==> src/rtl/ccc_seq_pkg.sv <==
// rtl/ccc_seq_pkg.sv - shared types and constants for the CCC lock/reset sequencer
package ccc_seq_pkg;

  // Sequencer state; the encoding is visible to software through SEQ_STATE
  typedef enum logic [1:0] {
    SEQ_HOLD    = 2'b00,
    SEQ_QUALIFY = 2'b01,
    SEQ_RELEASE = 2'b10,
    SEQ_RUN     = 2'b11
  } seq_state_e;

  localparam int LOSS_COUNT_W           = 8;
  localparam int LOCK_STABLE_CYCLES_DEF = 1024;
  localparam int RST_STAGGER_DEF        = 16;
  localparam int QUAL_CNT_W             = 16;
  localparam int STAG_CNT_W             = 8;

  // Saturating loss counter update; a clear in the same cycle as a loss leaves one event
  function automatic logic [LOSS_COUNT_W-1:0] loss_next(
    input logic [LOSS_COUNT_W-1:0] cur,
    input logic                    inc,
    input logic                    clr
  );
    logic [LOSS_COUNT_W-1:0] res;
    res = cur;
    if (clr) begin
      res = inc ? LOSS_COUNT_W'(1) : '0;
    end else if (inc && (cur != '1)) begin
      res = cur + LOSS_COUNT_W'(1);
    end
    return res;
  endfunction

endpackage

==> src/rtl/ccc_lock_sync.sv <==
// rtl/ccc_lock_sync.sv - multi-flop synchroniser for the asynchronous CCC lock signal
module ccc_lock_sync #(
  parameter int SYNC_STAGES = 2
) (
  input  logic clk,
  input  logic rst_n,
  input  logic d,
  output logic q
);

  logic [SYNC_STAGES-1:0] chain;

  // Shift the asynchronous input through the flop chain; clears with the block reset
  always_ff @(posedge clk or negedge rst_n) begin
    if (!rst_n) begin
      chain <= '0;
    end else begin
      chain <= {chain[SYNC_STAGES-2:0], d};
    end
  end

  assign q = chain[SYNC_STAGES-1];

endmodule

==> src/rtl/ccc_lock_reset_seq.sv <==
// rtl/ccc_lock_reset_seq.sv - qualifies CCC lock and releases staggered fabric resets
module ccc_lock_reset_seq
  import ccc_seq_pkg::*;
#(
  parameter int SYNC_STAGES        = 2,
  parameter int LOCK_STABLE_CYCLES = LOCK_STABLE_CYCLES_DEF,
  parameter int RST_STAGGER        = RST_STAGGER_DEF
) (
  input  logic                    FAB_CLK,
  input  logic                    RESET_N,
  input  logic                    FAB_LOCK,
  input  logic                    SW_RESET_REQ,
  input  logic                    LOSS_CLR,
  output logic                    FABRIC_RESET_N,
  output logic                    PERIPH_RESET_N,
  output logic                    LOCK_OK,
  output logic [LOSS_COUNT_W-1:0] LOSS_COUNT,
  output logic [1:0]              SEQ_STATE
);

  localparam logic [QUAL_CNT_W:0] QUAL_TARGET = (QUAL_CNT_W+1)'(LOCK_STABLE_CYCLES);
  localparam logic [STAG_CNT_W:0] STAG_TARGET = (STAG_CNT_W+1)'(RST_STAGGER);

  logic                    lock_s;
  seq_state_e              state_q, state_d;
  logic [QUAL_CNT_W-1:0]   qual_cnt_q, qual_cnt_d;
  logic [STAG_CNT_W-1:0]   stag_cnt_q, stag_cnt_d;
  logic [QUAL_CNT_W:0]     qual_run;
  logic [STAG_CNT_W:0]     stag_run;
  logic                    lock_loss;
  logic [LOSS_COUNT_W-1:0] loss_cnt_q, loss_cnt_d;
  logic                    fabric_rst_n_q, periph_rst_n_q, lock_ok_q;

  ccc_lock_sync #(
    .SYNC_STAGES(SYNC_STAGES)
  ) u_lock_sync (
    .clk  (FAB_CLK),
    .rst_n(RESET_N),
    .d    (FAB_LOCK),
    .q    (lock_s)
  );

  // Run length including the current cycle; one bit wider so the compare never wraps
  assign qual_run = {1'b0, qual_cnt_q} + (QUAL_CNT_W+1)'(1);
  assign stag_run = {1'b0, stag_cnt_q} + (STAG_CNT_W+1)'(1);

  // Next-state, counter and loss-event decode; lock loss outranks a soft reset
  always_comb begin
    state_d    = state_q;
    qual_cnt_d = qual_cnt_q;
    stag_cnt_d = stag_cnt_q;
    lock_loss  = 1'b0;
    case (state_q)
      SEQ_HOLD: begin
        if (lock_s) begin
          // The HOLD cycle that sees lock already counts as the first of the run
          state_d    = SEQ_QUALIFY;
          qual_cnt_d = QUAL_CNT_W'(1);
          stag_cnt_d = '0;
        end
      end
      SEQ_QUALIFY: begin
        if (!lock_s) begin
          state_d    = SEQ_HOLD;
          qual_cnt_d = '0;
          stag_cnt_d = '0;
        end else if (qual_run >= QUAL_TARGET) begin
          state_d    = SEQ_RELEASE;
          qual_cnt_d = '0;
          stag_cnt_d = '0;
        end else begin
          qual_cnt_d = qual_run[QUAL_CNT_W-1:0];
        end
      end
      SEQ_RELEASE: begin
        if (!lock_s) begin
          lock_loss  = 1'b1;
          state_d    = SEQ_HOLD;
          qual_cnt_d = '0;
          stag_cnt_d = '0;
        end else if (SW_RESET_REQ) begin
          state_d    = SEQ_HOLD;
          qual_cnt_d = '0;
          stag_cnt_d = '0;
        end else if (stag_run >= STAG_TARGET) begin
          state_d    = SEQ_RUN;
          qual_cnt_d = '0;
          stag_cnt_d = '0;
        end else begin
          stag_cnt_d = stag_run[STAG_CNT_W-1:0];
        end
      end
      SEQ_RUN: begin
        if (!lock_s) begin
          lock_loss  = 1'b1;
          state_d    = SEQ_HOLD;
          qual_cnt_d = '0;
          stag_cnt_d = '0;
        end else if (SW_RESET_REQ) begin
          state_d    = SEQ_HOLD;
          qual_cnt_d = '0;
          stag_cnt_d = '0;
        end
      end
      default: begin
        state_d    = SEQ_HOLD;
        qual_cnt_d = '0;
        stag_cnt_d = '0;
      end
    endcase
    loss_cnt_d = loss_next(loss_cnt_q, lock_loss, LOSS_CLR);
  end

  // State, counters and registered outputs; outputs follow the next state so they switch with it
  always_ff @(posedge FAB_CLK or negedge RESET_N) begin
    if (!RESET_N) begin
      state_q        <= SEQ_HOLD;
      qual_cnt_q     <= '0;
      stag_cnt_q     <= '0;
      loss_cnt_q     <= '0;
      fabric_rst_n_q <= 1'b0;
      periph_rst_n_q <= 1'b0;
      lock_ok_q      <= 1'b0;
    end else begin
      state_q        <= state_d;
      qual_cnt_q     <= qual_cnt_d;
      stag_cnt_q     <= stag_cnt_d;
      loss_cnt_q     <= loss_cnt_d;
      fabric_rst_n_q <= (state_d == SEQ_RELEASE) || (state_d == SEQ_RUN);
      periph_rst_n_q <= (state_d == SEQ_RUN);
      lock_ok_q      <= (state_d == SEQ_RELEASE) || (state_d == SEQ_RUN);
    end
  end

  assign FABRIC_RESET_N = fabric_rst_n_q;
  assign PERIPH_RESET_N = periph_rst_n_q;
  assign LOCK_OK        = lock_ok_q;
  assign LOSS_COUNT     = loss_cnt_q;
  assign SEQ_STATE      = state_q;

endmodule

==> config.mk <==
export PLATFORM = sky130hd
export DESIGN_NAME = ccc_lock_reset_seq
export DESIGN_NICKNAME = d
export VERILOG_FILES = /design/src/rtl/ccc_seq_pkg.sv /design/src/rtl/ccc_lock_sync.sv /design/src/rtl/ccc_lock_reset_seq.sv
export SDC_FILE = /design/constraint.sdc
export NUM_CORES = 1
export LEC_CHECK = 0
export ABC_AREA = 1
export CAP_MARGIN = 20
export CORE_ASPECT_RATIO = 0.5
export CORE_MARGIN = 10
export CORE_UTILIZATION = 61
export CTS_CLUSTER_DIAMETER = 100
export CTS_CLUSTER_SIZE = 12
export DETAILED_ROUTE_END_ITERATION = 6
export PLACE_DENSITY = 0.82
export SETUP_SLACK_MARGIN = 0.05
export SLEW_MARGIN = 30
export SYNTH_ARGS = -nofsm -noshare
export SYNTH_HDL_FRONTEND = slang
export SYNTH_SLANG_ARGS = --single-unit
==> constraint.sdc <==
create_clock -name FAB_CLK -period 3.9 [get_ports FAB_CLK]
set_clock_uncertainty 0.15 [all_clocks]
set_input_delay 0.78 -clock FAB_CLK [delete_from_list [all_inputs] [get_ports FAB_CLK]]
set_output_delay 0.78 -clock FAB_CLK [all_outputs]
set_load 0.05 [all_outputs]
Word level (Yosys, flattened, before mapping)
Index checks and enable logic that the tools add are counted.
{ "word_totals": {"regBits": 38} }
{ "op_classes": {"add_sub_neg": 3, "order_cmp": 2, "n_eq_ne": 10, "mux": 32, "reduce_logical": 7} }
{ "ops": {"columns": ["op", "count"], "rows": [
  ["$mux 16", 8],
  ["$mux 8", 10],
  ["$pmux 16 s4", 1],
  ["$pmux 8 s4", 1],
  ["$add 16x1->17 const B", 1],
  ["$ge 17x11->1 const B", 1],
  ["$mux 2", 8],
  ["$add 8x1->9 const B", 1],
  ["$ge 9x5->1 const B", 1],
  ["$add 8x1->8 const B", 1],
  ["$eq 2x2->1 const B", 4],
  ["$ne 8x8->1 const B", 1],
  ["$pmux 2 s4", 1],
  ["$ne 3x3->1 const B", 2],
  ["$reduce_and 3->1", 2],
  ["$ne 4x4->1 const B", 1],
  ["$mux 1", 3],
  ["$eq 2x1->1 const B", 1],
  ["$logic_not 2->1", 1],
  ["$ne 2x1->1 const B", 1],
  ["$reduce_bool 2->1", 1],
  ["$reduce_or 2->1", 1],
  ["$logic_and 1x1->1", 1],
  ["$logic_or 1x1->1", 1]
]} }

Logic depth before layout (Yosys ltp)
Gate-level depths: netlist of run 1.
{ "logic_depth": {"depth_word": 8, "depth_mapped": 12, "depth_no_buf": 12} }

Modules after synthesis
A second synthesis of run 1 with hierarchy kept.
{ "hier_totals": {"cells_unflattened": 264, "area_unflattened_um2": 2112.0} }
{ "by_module_without_submodules": {"columns": ["mod", "instances", "cells_per_inst", "area_each_um2", "seq_area_each_um2"], "rows": [
  ["ccc_lock_reset_seq", 1, 262, 2062.0, 875.8],
  ["ccc_lock_sync", 1, 2, 50.0, 50.0]
]} }

Least setup slack after synthesis of run 1
OpenSTA, ideal clock, no wires.
{ "synth_path": {"kind": "register to register", "from": "register loss_cnt_q[0] (netlist: LOSS_COUNT[0])", "to": "register loss_cnt_q[4] (netlist: LOSS_COUNT[4])", "setup_time_ns": 0.066, "t_arrival_ns": 1.762, "setup_slack_ns": 1.923, "path_stages_with_launch": 13, "n_path_buf": 0, "synth_period_minus_slack_ns": 1.977, "cell_sequence": "dfrtp_1 ha_1 nand2_1 inv_1 nand2_1 nor2_1 nand2_1 nand2_1 inv_1 nand2_1 inv_1 a21oi_1 o21a_1"} }
{ "synth_via": {"elab_chain_len": 3} }
{ "synth_rtl": {"columns": ["element", "line", "source"], "rows": [
  ["start: declaration", "ccc_lock_reset_seq.sv:31", "logic [LOSS_COUNT_W-1:0] loss_cnt_q, loss_cnt_d;"],
  ["start signal: assignment", "ccc_lock_reset_seq.sv:128", "loss_cnt_q <= loss_cnt_d;"],
  ["$add 8x1->8 / $ne 8x8->1 (equally long branches)", "ccc_seq_pkg.sv:29, ccc_seq_pkg.sv:28", null],
  ["$mux 8 / $logic_and 1x1->1 (equally long branches)", "ccc_seq_pkg.sv:28", "end else if (inc && (cur != '1)) begin"],
  ["$mux 8 / $reduce_bool 2->1 (equally long branches)", null, null]
]} }
Several ways; a longest one is shown, not always the timed one. The select of a mux whose other input is x is not followed.
A chain may end at the register's enable or synchronous reset.

Final worst setup path of run 1
{ "layout_path": {"from": "register state_q[1] (netlist: SEQ_STATE[1])", "to": "output SEQ_STATE[1]"} }
{ "layout_rtl": {"columns": ["element", "line", "source"], "rows": [
  ["start: declaration", "ccc_lock_reset_seq.sv:25", "seq_state_e state_q, state_d;"],
  ["start signal: assignment", "ccc_lock_reset_seq.sv:125", "state_q <= state_d;"],
  ["end: declaration", "ccc_lock_reset_seq.sv:18", "output logic [1:0] SEQ_STATE"]
]} }
No word-level cell between the ends.

==> flow_summary.ini, run 1 <==
[status]
status = complete, no violations

[placed_design]
dp_hpwl_mm = 3.452
place_area_um2 = 2407
port_buffers = 17
gp_congestion = 0.9222

[sta]
layout_min_cycle_time_ps = 2459
rsz0062_at_grt = false
max_freq_mhz = 406.7
finalSetupTns_ps = 0
setup_viol = 0
hold_viol = 0
relSlewSlack = 0.4673
holdWs_ps = 215.4
tightest_slew_ps = 799.0
finalCritPeriodShare = 0.6305
slew_violations = 0

[floorplanning]
num_io_pins = 18
start_util = 0.6373
die_w_um = 104.9
dieArea_um2 = 6556
rows = 15
core_area_um2 = 3453
chipHeight_um = 62.48

[detailed_routing]
vias_per_cell = 5.201
vias = 1888
drtAntennaViolNets = 0
drt_iter0_markers = 111
wl_per_cell_um = 11.99
totalWireLength_mm = 4.352
first_pass_iters = 4
drc = 0

[cts]
htreeDepth = 2
clock_latency_ps = 290
post_cts_buffers = 0
cts_resized = 0
ctsHoldBuffers = 0
cts-root-buf = clkbuf_8
clkTransAtPathRegs_ps = 70
cts_tree = done
cts_sinks = 38
cts_made_buffers = 5
cts_max_path_buffers = 2

[critical_path]
crit_required_ps = 2970
crit_type = flip-flop to primary output
cp_slowest_cell = clkdlybuf4s50_1
cp_cell_sequence = clkdlybuf4s50_1
arrival_ps = 1530
worst_setup_path_start_kind = flip-flop
worst_setup_path_end_kind = primary output
critPathBufInv = 1
slowest_delay_ps = 830
crit_path_max_fanout = 5
path_delay_family = buffers and inverters

[cells_and_area]
area_growth_pct = 13.53
fin_area_um2 = 2499
drive_gt1_frac = 0.09295
diodes = 0
nets = 321

[yosys]
yosys_warnings = 0
netlist_instances = 290
synth_fp_nets = 300
ys_types = 28
synthesis.area_um2 = 2201
ys_ff_latch = 38
seq_area_frac_synth = 0.4321
syn_avg_cell_area_um2 = 7.589

[global_route]
grt.met1_usage = 0.1567
busiest_layer = met2
grt_use_total = 0.1372
use_met2 = 0.2384
grt_remaining_overflow = 0
grt_use_met3 = 0.04733
antenna_found_initial = 0
grt_max_degree = 39
grt_first_pass_wirelength_mm = 7.541
grt_pass1_vias = 1758

[pwr]
p_per_area_nw_per_um2 = 358.2
vdd_ir_drop_max_uv = 279.5
p_leak_nw = 1.203
finalPower_mw = 0.8949

[flow_run]
cap_violations = 0

[hold_path]
hp-class = flip-flop to flip-flop
-- per-stage QoR --
step | instances | setup WS [ps] | util
global placement | 355 | 1273 | 0.6971
floorplan | 290 | 1923 | -
finish | 363 | 1441 | 0.7236
global route | 363 | 1283 | 0.7236
CTS | 363 | 1416 | 0.7236
detailed placement | 355 | 1188 | 0.6971
-- power by group --
group          total (mW)  internal [mW]  switching, mW  leakage (nW)
clock network       0.269          0.142          0.127        0.0482
logic               0.182         0.0529          0.129         0.634
registers           0.444          0.413         0.0312         0.520
total               0.895          0.608          0.287          1.20
-- area by class of cell --
cell class / instances / area (um2)
clock buffer: 7 / 86.33
clock inverter: 1 / 5.005
fill: 283 / 954.7
inverter: 38 / 145.1
multi-input combinational: 211 / 1082
sequential: 38 / 950.9
tap: 51 / 63.81
timing repair buffer: 17 / 165.2
-- cell usage after synthesis, drive strengths merged --
library cell  instances  share of area
xor2                  7          0.028
nand3b                1         0.0034
o21a                  1         0.0034
nor3                  5          0.014
o211ai                1         0.0034
dfrtp                38           0.43
o21ai                11          0.027
a211oi                1         0.0034
xnor2                 2         0.0080
nand3                16          0.043
inv                  38          0.066
a21oi                 6          0.014
a22oi                 2         0.0068
buf                   3          0.010
or2                   3         0.0085
nor2                 42          0.092
and3                  1         0.0028
nand4                17          0.048
ha                    5          0.028
nand2                90           0.16
-- cell families after synthesis --
family | synth area share
XOR/XNOR | 0.03582
flip-flops | 0.4321
AND/OR/NAND/NOR | 0.3701
adder cells (fa/ha/maj) | 0.02843
AO/OA/AOI/OAI | 0.05742
buffers and inverters | 0.07618
-- cells in the final DEF, fill, tap and decap left out --
master,n
nand2_1,88
dfrtp_1,38
inv_1,37
nor2_1,32
nand4_1,17
clkdlybuf4s50_1,16
nand3_1,13
o21ai_0,10
xor2_1,7
nor2_2,6
a21oi_1,6
clkbuf_8,6
ha_1,5
nor2_4,4
nor3_1,4
nand3_2,3
or2_2,3
a22oi_1,2
xnor2_1,2
nand2_2,1
o21ai_2,1
nor3_2,1
and3_1,1
o21a_1,1
a211oi_1,1
o211ai_1,1
nand2_4,1
inv_4,1
nand3b_1,1
clkinv_2,1
clkbuf_1,1
buf_2,1
-- state kept, by name (all words and copies together), names as in the netlist --
register,cells
LOCK_OK,1
LOSS_COUNT,8
PERIPH_RESET_N,1
SEQ_STATE,2
qual_cnt_q,16
stag_cnt_q,8
u_lock_sync.chain,2
-- per-layer routing --
layer,part of all wire,vias up
met2,0.48,36
li1,-,971
met4,0.0090,0
met1,0.46,876
met3,0.050,5
met5,0,-
-- final timing paths --
check	from	endpoint	slack (ps)	cells after the start
worst max-delay path	SEQ_STATE[1]	SEQ_STATE[1]	1440	1
min in group asynchronous	RESET_N	LOSS_COUNT[2]	420	1
worst min register to register	u_lock_sync.chain[0]	u_lock_sync.chain[1]	220	0
worst min-delay path	u_lock_sync.chain[0]	u_lock_sync.chain[1]	220	0
max in group asynchronous	RESET_N	stag_cnt_q[6]	2660	1
worst max register to register	stag_cnt_q[0]	qual_cnt_q[0]	1620	12
Power figures use the tool's default switching activity.
==> run 2: changes to the inputs <==
--- a/config.mk
+++ b/config.mk
@@ -9,11 +9,11 @@
 export CAP_MARGIN = 20
 export CORE_ASPECT_RATIO = 0.5
 export CORE_MARGIN = 10
-export CORE_UTILIZATION = 61
+export CORE_UTILIZATION = 52
 export CTS_CLUSTER_DIAMETER = 100
 export CTS_CLUSTER_SIZE = 12
 export DETAILED_ROUTE_END_ITERATION = 6
-export PLACE_DENSITY = 0.82
+export PLACE_DENSITY = 0.74
 export SETUP_SLACK_MARGIN = 0.05
 export SLEW_MARGIN = 30
 export SYNTH_ARGS = -nofsm -noshare
==> constraint.sdc (replaced) <==
create_clock -name FAB_CLK -period 2.1 [get_ports FAB_CLK]
set_clock_uncertainty 0.15 [all_clocks]
set_input_delay 0.42 -clock FAB_CLK [delete_from_list [all_inputs] [get_ports FAB_CLK]]
set_output_delay 0.42 -clock FAB_CLK [all_outputs]
set_load 0.05 [all_outputs]
==> flow_summary.ini, run 2 (synthesized netlist as in run 1, its figures left out) <==
[cts]
clkTransAtPathRegs_ps = 80
ctsHoldBuffers = 0
cts_tree = done
htreeDepth = 2
cts_sinks = 38
cts_max_path_buffers = 2
clock_latency_ps = 290
cts-root-buf = clkbuf_8
cts_made_buffers = 5

[critical_path]
worst_setup_path_end_kind = primary output
cp_cell_sequence = clkdlybuf4s50_1
cp_slowest_cell = clkdlybuf4s50_1
crit_type = flip-flop to primary output
crit_path_max_fanout = 2
path_depth = 1
critPathBufInv = 1
r2r-end = qual_cnt_q[7]
path_delay_family = buffers and inverters
crit_required_ps = 1530
worst_setup_path_start_kind = flip-flop
slowest_delay_ps = 820
arrival_ps = 1460
r2r-start = stag_cnt_q[1]
ff2ff_path_depth = 12
r2r_slack_ps = 120

[sta]
slew_violations = 0
rsz0062_at_grt = true
holdWs_ps = 15.16
hold_viol = 0
layout_min_cycle_time_ps = 2034
finalCritPeriodShare = 0.9686
max_freq_mhz = 491.7
tightest_slew_ps = 521.1
setup_viol = 0
relSlewSlack = 0.6515

[flow_run]
cap_violations = 0

[global_route]
grt_first_pass_wirelength_mm = 8.204
grt_remaining_overflow = 0
grt_pass1_vias = 1821
antenna_found_initial = 0
grt_max_degree = 39
grt_use_total = 0.1324

[floorplanning]
dieArea_um2 = 7392
chipHeight_um = 66
rows = 16
num_io_pins = 18
die_w_um = 112.0
core_area_um2 = 3984
start_util = 0.5524

[detailed_routing]
highest_layer = met4
vias = 1978
met1Wirelength_mm = 2.336
first_pass_iters = 6
wl_met2_mm = 2.456
drt_iter0_markers = 153
route.met3.wl_um = 269
wl_per_cell_um = 13.34
totalWireLength_mm = 5.095
vias_per_cell = 5.178
drc = 0
drtAntennaViolNets = 0

[cells_and_area]
multi_input_area_um2 = 1142
area_growth_pct = 21.15
largest_reg_flops = 16
fill_cells = 323
diodes = 0
layout_common_cells = nand2_1 (84), dfrtp_1 (36), inv_1 (35), nor2_1 (29), buf_4 (24)
nets = 337
drive_gt1_frac = 0.2073
fin_area_um2 = 2666
top_register = qual_cnt_q
seq_area_um2 = 953.4
final_common_cell = nand2_1

[pwr]
p_per_area_nw_per_um2 = 670.1
p_leak_nw = 1.299
vdd_ir_drop_max_uv = 301.7

[placed_design]
port_buffers = 17
dp_hpwl_mm = 3.591
place_area_um2 = 2434
gp_congestion = 0.9870

[status]
status = complete, no violations

[hold_path]
hp-class = input port to async pin
run 2: what timing repair did:
action / 4_1_cts / 5_1_grt
endpoints found under the setup margin: 0 / 27
buffers inserted: 0 / 10
gates resized for setup: 0 / 22
run 2: how the worst max path moves through the flow:
| stage | start | end | slack, ps |
|---|---|---|---|
| 4_1_cts | LOCK_OK | FABRIC_RESET_N | 60 |
| 5_1_grt | stag_cnt_q[0] | qual_cnt_q[7] | -20 |
| 3_5_place_dp | SW_RESET_REQ | qual_cnt_q[6] | 130 |
| 2_1_floorplan | LOSS_COUNT[0] | LOSS_COUNT[4] | 120 |
| 6_report | LOCK_OK | FABRIC_RESET_N | 70 |
| 3_3_place_gp | SW_RESET_REQ | qual_cnt_q[0] | 140 |
run 2: worst register-to-register path, cell delays in order, from the launching register on:
cell and delay, ps:
dfrtp_1 430, ha_2 220, buf_4 130, nand3_1 80, nand2_1 60, nand2_1 60
nand2_1 40, nor2_1 120, nand4_1 180, nand2_2 180, buf_4 150, nand2_1 70
nand2_1 70
run 2: per-stage QoR:
step	std cells	setup WS, ps	power (mW)	setup TNS (ps)	util
3_5_place_dp	364	125.8	1.210	0	0.6109
2_1_floorplan	290	122.8	1.079	0	-
3_3_place_gp	364	139.8	1.203	0	0.6109
5_1_grt	382	-21.89	1.879	-83.96	0.6693
4_1_cts	372	55.50	1.721	0	0.6338
6_report	382	66.03	1.787	0	0.6693
run 2: power by group:
part	leakage [nW]	switching, mW	internal [mW]	total, mW
logic	0.733	0.296	0.152	0.448
registers	0.517	0.0493	0.768	0.817
clock network	0.0482	0.256	0.265	0.521
run 2: final cells by class:
cell class | instances | area share
clock buffers | 7 | 0.03238
clock inverters | 1 | 0.001877
inverters | 38 | 0.05443
multi-input cells | 211 | 0.4284
flip-flops and latches | 38 | 0.3576
well taps | 54 | 0.02534
repair buffers | 33 | 0.09995
run 2: layer usage:
layer	vias to the layer above	track usage
met5	-	0
met4	0	0.03616
met3	4	0.03986
met2	49	0.2225
met1	928	0.1633
li1	997	-
